## config.mk

```make
export PLATFORM = sky130hd
export DESIGN_NAME = imem_loader
export DESIGN_NICKNAME = d
export VERILOG_FILES = /design/src/rtl/ctrl_pkg.sv /design/src/rtl/instr_encoder.sv /design/src/rtl/imem_loader.sv
export SDC_FILE = /design/constraint.sdc
export NUM_CORES = 1
export LEC_CHECK = 0
export BUFFER_PORTS_ARGS = -buffer_cell sky130_fd_sc_hd__buf_2
export CORE_MARGIN = 8
export CORE_UTILIZATION = 40
export CTS_CLUSTER_DIAMETER = 80
export CTS_CLUSTER_SIZE = 14
export DETAILED_ROUTE_END_ITERATION = 10
export GPL_TIMING_DRIVEN = 0
export PLACE_DENSITY = 0.71
export SLEW_MARGIN = 20
export SYNTH_ARGS = -nofsm -noshare
export SYNTH_HDL_FRONTEND = slang
export SYNTH_HIERARCHICAL = 1
export SYNTH_SLANG_ARGS = --single-unit
```

## constraint.sdc

```tcl
create_clock -name clk -period 2.3 [get_ports clk]
set_input_delay 0.46 -clock clk [delete_from_list [all_inputs] [get_ports clk]]
set_output_delay 0.46 -clock clk [all_outputs]
set_load 0.02 [all_outputs]
```

## src/rtl/ctrl_pkg.sv

```systemverilog
// Controller encoding constants shared by the instruction loader and the main decoder.
// Opcode map, loader mnemonic codes and 32-bit instruction field positions.
package ctrl_pkg;

    localparam logic [5:0] OP_RTYPE = 6'b000001;
    localparam logic [5:0] OP_ADDI  = 6'b011000;
    localparam logic [5:0] OP_SUBI  = 6'b011001;
    localparam logic [5:0] OP_LW    = 6'b011010;
    localparam logic [5:0] OP_SW    = 6'b011011;
    localparam logic [5:0] OP_BEQ   = 6'b011100;
    localparam logic [5:0] OP_BNE   = 6'b011101;
    localparam logic [5:0] OP_J     = 6'b000000;
    localparam logic [5:0] OP_JAL   = 6'b000111;

    typedef enum logic [3:0] {
        MN_R    = 4'd0,
        MN_ADDI = 4'd1,
        MN_SUBI = 4'd2,
        MN_LW   = 4'd3,
        MN_SW   = 4'd4,
        MN_BEQ  = 4'd5,
        MN_BNE  = 4'd6,
        MN_J    = 4'd7,
        MN_JAL  = 4'd8
    } mnem_t;

    localparam int OP_LSB    = 26;
    localparam int RS_LSB    = 21;
    localparam int RT_LSB    = 16;
    localparam int RD_LSB    = 11;
    localparam int SHAMT_LSB = 6;

    function automatic logic [31:0] enc_i(input logic [5:0] op, input logic [4:0] rs,
                                          input logic [4:0] rt, input logic [15:0] imm);
        return {op, rs, rt, imm};
    endfunction

endpackage

```

## src/rtl/instr_encoder.sv

```systemverilog
// Combinational encoder: mnemonic plus operand fields to a 32-bit instruction word.
// Unknown mnemonic codes raise illegal and produce an all-zero word.
module instr_encoder
    import ctrl_pkg::*;
(
    input  logic [3:0]  mnem,
    input  logic [4:0]  rs,
    input  logic [4:0]  rt,
    input  logic [4:0]  rd,
    input  logic [5:0]  funct,
    input  logic [15:0] imm,
    input  logic [25:0] jaddr,
    output logic [31:0] word,
    output logic        illegal
);

    always_comb begin
        word    = 32'h0;
        illegal = 1'b0;
        case (mnem)
            4'(MN_R):    word = {OP_RTYPE, rs, rt, rd, 5'b00000, funct};
            4'(MN_ADDI): word = enc_i(OP_ADDI, rs, rt, imm);
            4'(MN_SUBI): word = enc_i(OP_SUBI, rs, rt, imm);
            4'(MN_LW):   word = enc_i(OP_LW,   rs, rt, imm);
            4'(MN_SW):   word = enc_i(OP_SW,   rs, rt, imm);
            4'(MN_BEQ):  word = enc_i(OP_BEQ,  rs, rt, imm);
            4'(MN_BNE):  word = enc_i(OP_BNE,  rs, rt, imm);
            4'(MN_J):    word = {OP_J,   jaddr};
            4'(MN_JAL):  word = {OP_JAL, jaddr};
            default:     illegal = 1'b1;
        endcase
    end

endmodule

```

## src/rtl/imem_loader.sv

```systemverilog
// Streams encoded instructions into imem one word per two cycles, holding the CPU
// in reset until the program ends (last instruction or memory full).
module imem_loader
    import ctrl_pkg::*;
#(
    parameter int ADDR_W    = 6,
    parameter int DEPTH     = 64,
    parameter int BASE_ADDR = 0
) (
    input  logic              clk,
    input  logic              reset_n,
    input  logic              start,
    input  logic              in_valid,
    output logic              in_ready,
    input  logic [3:0]        in_mnem,
    input  logic              in_last,
    input  logic [4:0]        in_rs,
    input  logic [4:0]        in_rt,
    input  logic [4:0]        in_rd,
    input  logic [5:0]        in_funct,
    input  logic [15:0]       in_imm,
    input  logic [25:0]       in_jaddr,
    output logic              imem_we,
    output logic [ADDR_W-1:0] imem_addr,
    output logic [31:0]       imem_wdata,
    output logic              cpu_hold,
    output logic              done,
    output logic              err_illegal,
    output logic              err_full,
    output logic [ADDR_W:0]   count
);

    localparam logic [1:0] S_IDLE   = 2'd0;
    localparam logic [1:0] S_ACCEPT = 2'd1;
    localparam logic [1:0] S_WRITE  = 2'd2;
    localparam logic [1:0] S_DONE   = 2'd3;

    localparam logic [ADDR_W-1:0] ADDR_FIRST = ADDR_W'(BASE_ADDR);
    localparam logic [ADDR_W-1:0] ADDR_FINAL = ADDR_W'(BASE_ADDR + DEPTH - 1);
    localparam logic [ADDR_W:0]   COUNT_FULL = (ADDR_W + 1)'(DEPTH);

    logic [1:0]        state_q, state_d;
    logic [ADDR_W-1:0] addr_q, addr_d;
    logic [31:0]       wdata_q, wdata_d;
    logic              we_q, we_d;
    logic              last_q, last_d;
    logic [ADDR_W:0]   count_q, count_d;
    logic              err_ill_q, err_ill_d;
    logic              err_full_q, err_full_d;

    logic [31:0] enc_word;
    logic        enc_illegal;
    logic        transfer;
    logic        at_final;

    instr_encoder u_enc (
        .mnem    (in_mnem),
        .rs      (in_rs),
        .rt      (in_rt),
        .rd      (in_rd),
        .funct   (in_funct),
        .imm     (in_imm),
        .jaddr   (in_jaddr),
        .word    (enc_word),
        .illegal (enc_illegal)
    );

    // start suppresses ready so a handshake is never lost to a simultaneous restart.
    assign in_ready = (state_q == S_ACCEPT) && !start;
    assign transfer = in_valid && in_ready;
    assign at_final = (addr_q == ADDR_FINAL);

    always_comb begin
        state_d    = state_q;
        addr_d     = addr_q;
        wdata_d    = wdata_q;
        we_d       = 1'b0;
        last_d     = last_q;
        count_d    = count_q;
        err_ill_d  = err_ill_q;
        err_full_d = err_full_q;

        case (state_q)
            S_ACCEPT: begin
                if (transfer) begin
                    // An illegal slot still passes through WRITE, just without the strobe.
                    we_d      = !enc_illegal;
                    wdata_d   = enc_illegal ? wdata_q : enc_word;
                    err_ill_d = err_ill_q || enc_illegal;
                    last_d    = in_last;
                    state_d   = S_WRITE;
                end
            end
            S_WRITE: begin
                if (we_q) begin
                    count_d = count_q + 1'b1;
                    if (!at_final) begin
                        addr_d = addr_q + 1'b1;
                    end
                end
                state_d = (last_q || (we_q && at_final)) ? S_DONE : S_ACCEPT;
            end
            S_DONE: begin
                if (in_valid && (count_q == COUNT_FULL)) begin
                    err_full_d = 1'b1;
                end
            end
            default: ;
        endcase

        // Restart from any state; a write in flight has already landed at this edge.
        if (start) begin
            state_d    = S_ACCEPT;
            addr_d     = ADDR_FIRST;
            count_d    = '0;
            err_ill_d  = 1'b0;
            err_full_d = 1'b0;
            we_d       = 1'b0;
        end
    end

    always_ff @(posedge clk or negedge reset_n) begin
        if (!reset_n) begin
            state_q    <= S_IDLE;
            addr_q     <= ADDR_FIRST;
            wdata_q    <= 32'h0;
            we_q       <= 1'b0;
            last_q     <= 1'b0;
            count_q    <= '0;
            err_ill_q  <= 1'b0;
            err_full_q <= 1'b0;
        end else begin
            state_q    <= state_d;
            addr_q     <= addr_d;
            wdata_q    <= wdata_d;
            we_q       <= we_d;
            last_q     <= last_d;
            count_q    <= count_d;
            err_ill_q  <= err_ill_d;
            err_full_q <= err_full_d;
        end
    end

    assign imem_we     = we_q;
    assign imem_addr   = addr_q;
    assign imem_wdata  = wdata_q;
    assign cpu_hold    = (state_q != S_DONE);
    assign done        = (state_q == S_DONE);
    assign err_illegal = err_ill_q;
    assign err_full    = err_full_q;
    assign count       = count_q;

endmodule

```

==> impl_metrics.yaml <==
sta:
  fmax_ghz: 0.458
  min_period_over_period_pct: 94.9
  hold_viol_final: 0
  period_minus_slack_ns: 2.18
  maxSlewViolCount: 0
  slew_headroom_pct: 56.8
  clock_skew_ns: 0.0122
  setup_viol: 0
  rsz0062_at_grt: "false"
  fin_setup_tns_ns: 0
  tightest_slew_ns: 0.648
cts:
  htree_levels: 2
  insertion_delay_ns: 0.30
  clock-root-buffer: "clkbuf_8"
  cts.sinks: 51
  clk_pin_slew_worst_paths_ns: 0.10
  clockBufferDepth: 2
  cts_buffers: 5
  cts_tree: "done"
power_and_ir_drop:
  power.density_mw_per_mm2: 684
  pwr-share-clk_pct: 22.2
  p_sw_share_pct: 33.2
  intPower_mw: 1.65
  seqPwrFrac_pct: 46.3
  p_comb_share_pct: 31.5
  p_switching_uw: 819
  vdd_drop_max_uv: 323
  leakagePower_nw: 1.87
worst_setup_path:
  worstSetupPathType: "in2reg"
  cp.arrival_ns: 2.37
  worstSetupStartpointType: "primary input"
  required_ns: 2.48
  path_max_fanout: 10
  crit_path_end_kind: "register"
yosys:
  syn-cell-area_mm2: 0.00278
  syn_avg_cell_area_um2: 11.8
  async_flop_share_pct: 100
  synth.most_common_cell: "dfrtp_1"
  synth_nets: 311
  synth_seq_area_share_pct: 45.9
  synth-seq-cells: 51
  yosys.area.top_type: "dfrtp_1"
  synth_top_area_share_pct: 45.9
  synthFlopType: "dfrtp_1"
  synth_edf_count: 0
  yosysWarningCount: 6
  synthTopCellsByCount: "dfrtp_1 (51), mux2_2 (33), and2_1 (13)"
  synth_area_leaders: "dfrtp_1 (46%), mux2_2 (13%), buf_6 (3.6%), a22o_2 (3.2%), and2_1 (2.9%)"
  synth_cell_types: 53
  synth_cells: 236
finish:
  fin_util_pct: 53.4
  num_antenna_cells: 0
  area_growth_pct: 29.8
  fin_cells: 444
  drive_above_1_share_pct: 54.4
  fin_nets: 438
placement:
  gp_congestion: 0.783
  place_hpwl_um: 5770
  port_buffers: 118
  place_inst: 434
run:
  maxCapViolCount: 0
floorplanning:
  dieWidth_um: 99.4
  chipHeight_um: 99.4
  die-area_mm2: 0.00987
  ios: 123
  start_util_pct: 41.1
  fp.coreArea_mm2: 0.00676
  rows: 30
grt:
  grt_pass1_wl_um: 11900
  antenna_found_initial: 1
  grt_pass1_vias: 2485
  gr-total-overflow: 0
  grt.total_usage_pct: 15.0
  grt_max_degree: 52
routing:
  wl_per_cell_um: 16.7
  via_count: 2292
  ant_nets: 0
  wl_um: 7400
  viasPerCell: 5.16
  first_pass_iters: 4
  drc: 0
  drtIter0Drc: 28
outcome:
  status: "complete, no violations"
hold_path:
  hp-class: "in2async"
[placed cells by master (no fill, tap or decap), types with 3 or more instances in the layout]
master | netlist | layout
a21oi_1 | 6 | 6
buf_6 | 9 | 8
buf_2 | 1 | 118
clkbuf_8 | 0 | 6
mux2_2 | 33 | 30
nor3_1 | 5 | 5
a22o_2 | 9 | 9
clkbuf_1 | 6 | 6
a221o_1 | 6 | 6
or3_1 | 3 | 3
a31oi_1 | 5 | 5
nand2_1 | 7 | 7
buf_4 | 3 | 6
a22o_1 | 6 | 6
a221o_2 | 5 | 5
and3_1 | 3 | 3
ha_1 | 3 | 3
inv_1 | 6 | 6
dfrtp_1 | 51 | 51
o21ai_0 | 4 | 4
mux2_4 | 0 | 3
o31ai_1 | 3 | 3
nand3_1 | 3 | 3
nor2_1 | 10 | 9
and2_1 | 13 | 13
[critical path, stage by stage]
cell and delay [ns]:
buf_8 0.11, or4b_4 0.55, o21ai_4 0.15, buf_6 0.22
nor2_4 0.06, nor4_4 0.14, buf_4 0.18, buf_6 0.16
mux2_2 0.34
[power by group through the flow]
stage,Sequential (mW),Combinational (mW),Clock [mW]
finish,1.14,0.776,0.548
global route,1.17,0.836,0.596
CTS,1.14,0.792,0.572
detailed placement,1.15,0.792,0
global placement,1.15,0.781,0
floorplan,1.34,0.284,0
[layout make-up]
cell class / instances / area (µm²)
buffer: 19 / 155
clock buffer: 6 / 82.6
fill: 592 / 3150
sequential: 51 / 1280
inverter: 6 / 22.5
timing repair buffer: 120 / 608
clock inverter: 2 / 16.3
tap: 80 / 100
multi-input combinational: 160 / 1350
[repair_timing]
action | 4_1_cts | 5_1_grt
hold buffers | 0 | 0
setup buffers | 2 | 0
setup endpoints to repair | 29 | 0
resized for setup | 0 | 0
[per-layer routing]
layer	track usage [%]	vias to the layer above	part of all wire [%]
met4	4.54	2	1.4
li1	-	1125	-
met2	25.5	91	48
met1	17.1	1065	43
met5	0	-	0.15
met3	5.52	9	7.5
[through the flow]
stage               setup slack (ns)  hold slack, ns  total power, mW  cell area, µm²
finish                         0.117           0.159             2.47            3610
global placement              -0.486           0.468             1.93            3490
global route                  0.0555           0.221             2.60            3610
CTS                            0.112           0.189             2.51            3610
floorplan                     -0.193           0.164             1.63            2800
detailed placement            -0.495           0.490             1.95            3500
[registers in the layout, summed over array words and instances, names as in the netlist]
signal,flops
last_q,1
err_full,1
imem_addr,6
imem_we,1
state_q,2
err_illegal,1
imem_wdata,32
count,7
[cells by family after synthesis]
kind of cell	after synthesis	synth area share, %
and+or+nand+nor	64	15.0
AOI/OAI and AO/OA	54	16.2
DFF	51	45.9
muxes	35	14.1
buffers and inverters	25	6.26
adders and majority gates	3	1.35
xor gates and xnor gates	3	0.945
other	1	0.135
[path summary, 6_finish.rpt]
| check | slack (ns) | startpoint | depth (start not counted) | end |
|---|---|---|---|---|
| hold / removal | 0.16 | reset_n | 1 | err_full |
| hold reg to reg | 0.51 | imem_wdata[30] | 1 | imem_wdata[30] |
| setup / recovery | 0.12 | in_mnem[1] | 9 | imem_wdata[12] |
| max in group asynchronous | 1.68 | reset_n | 1 | imem_wdata[26] |
| setup reg to reg | 0.66 | imem_addr[0] | 4 | imem_addr[0] |
| min in group clk | 0.41 | in_last | 2 | last_q |
(Power assumes the default switching activity.)
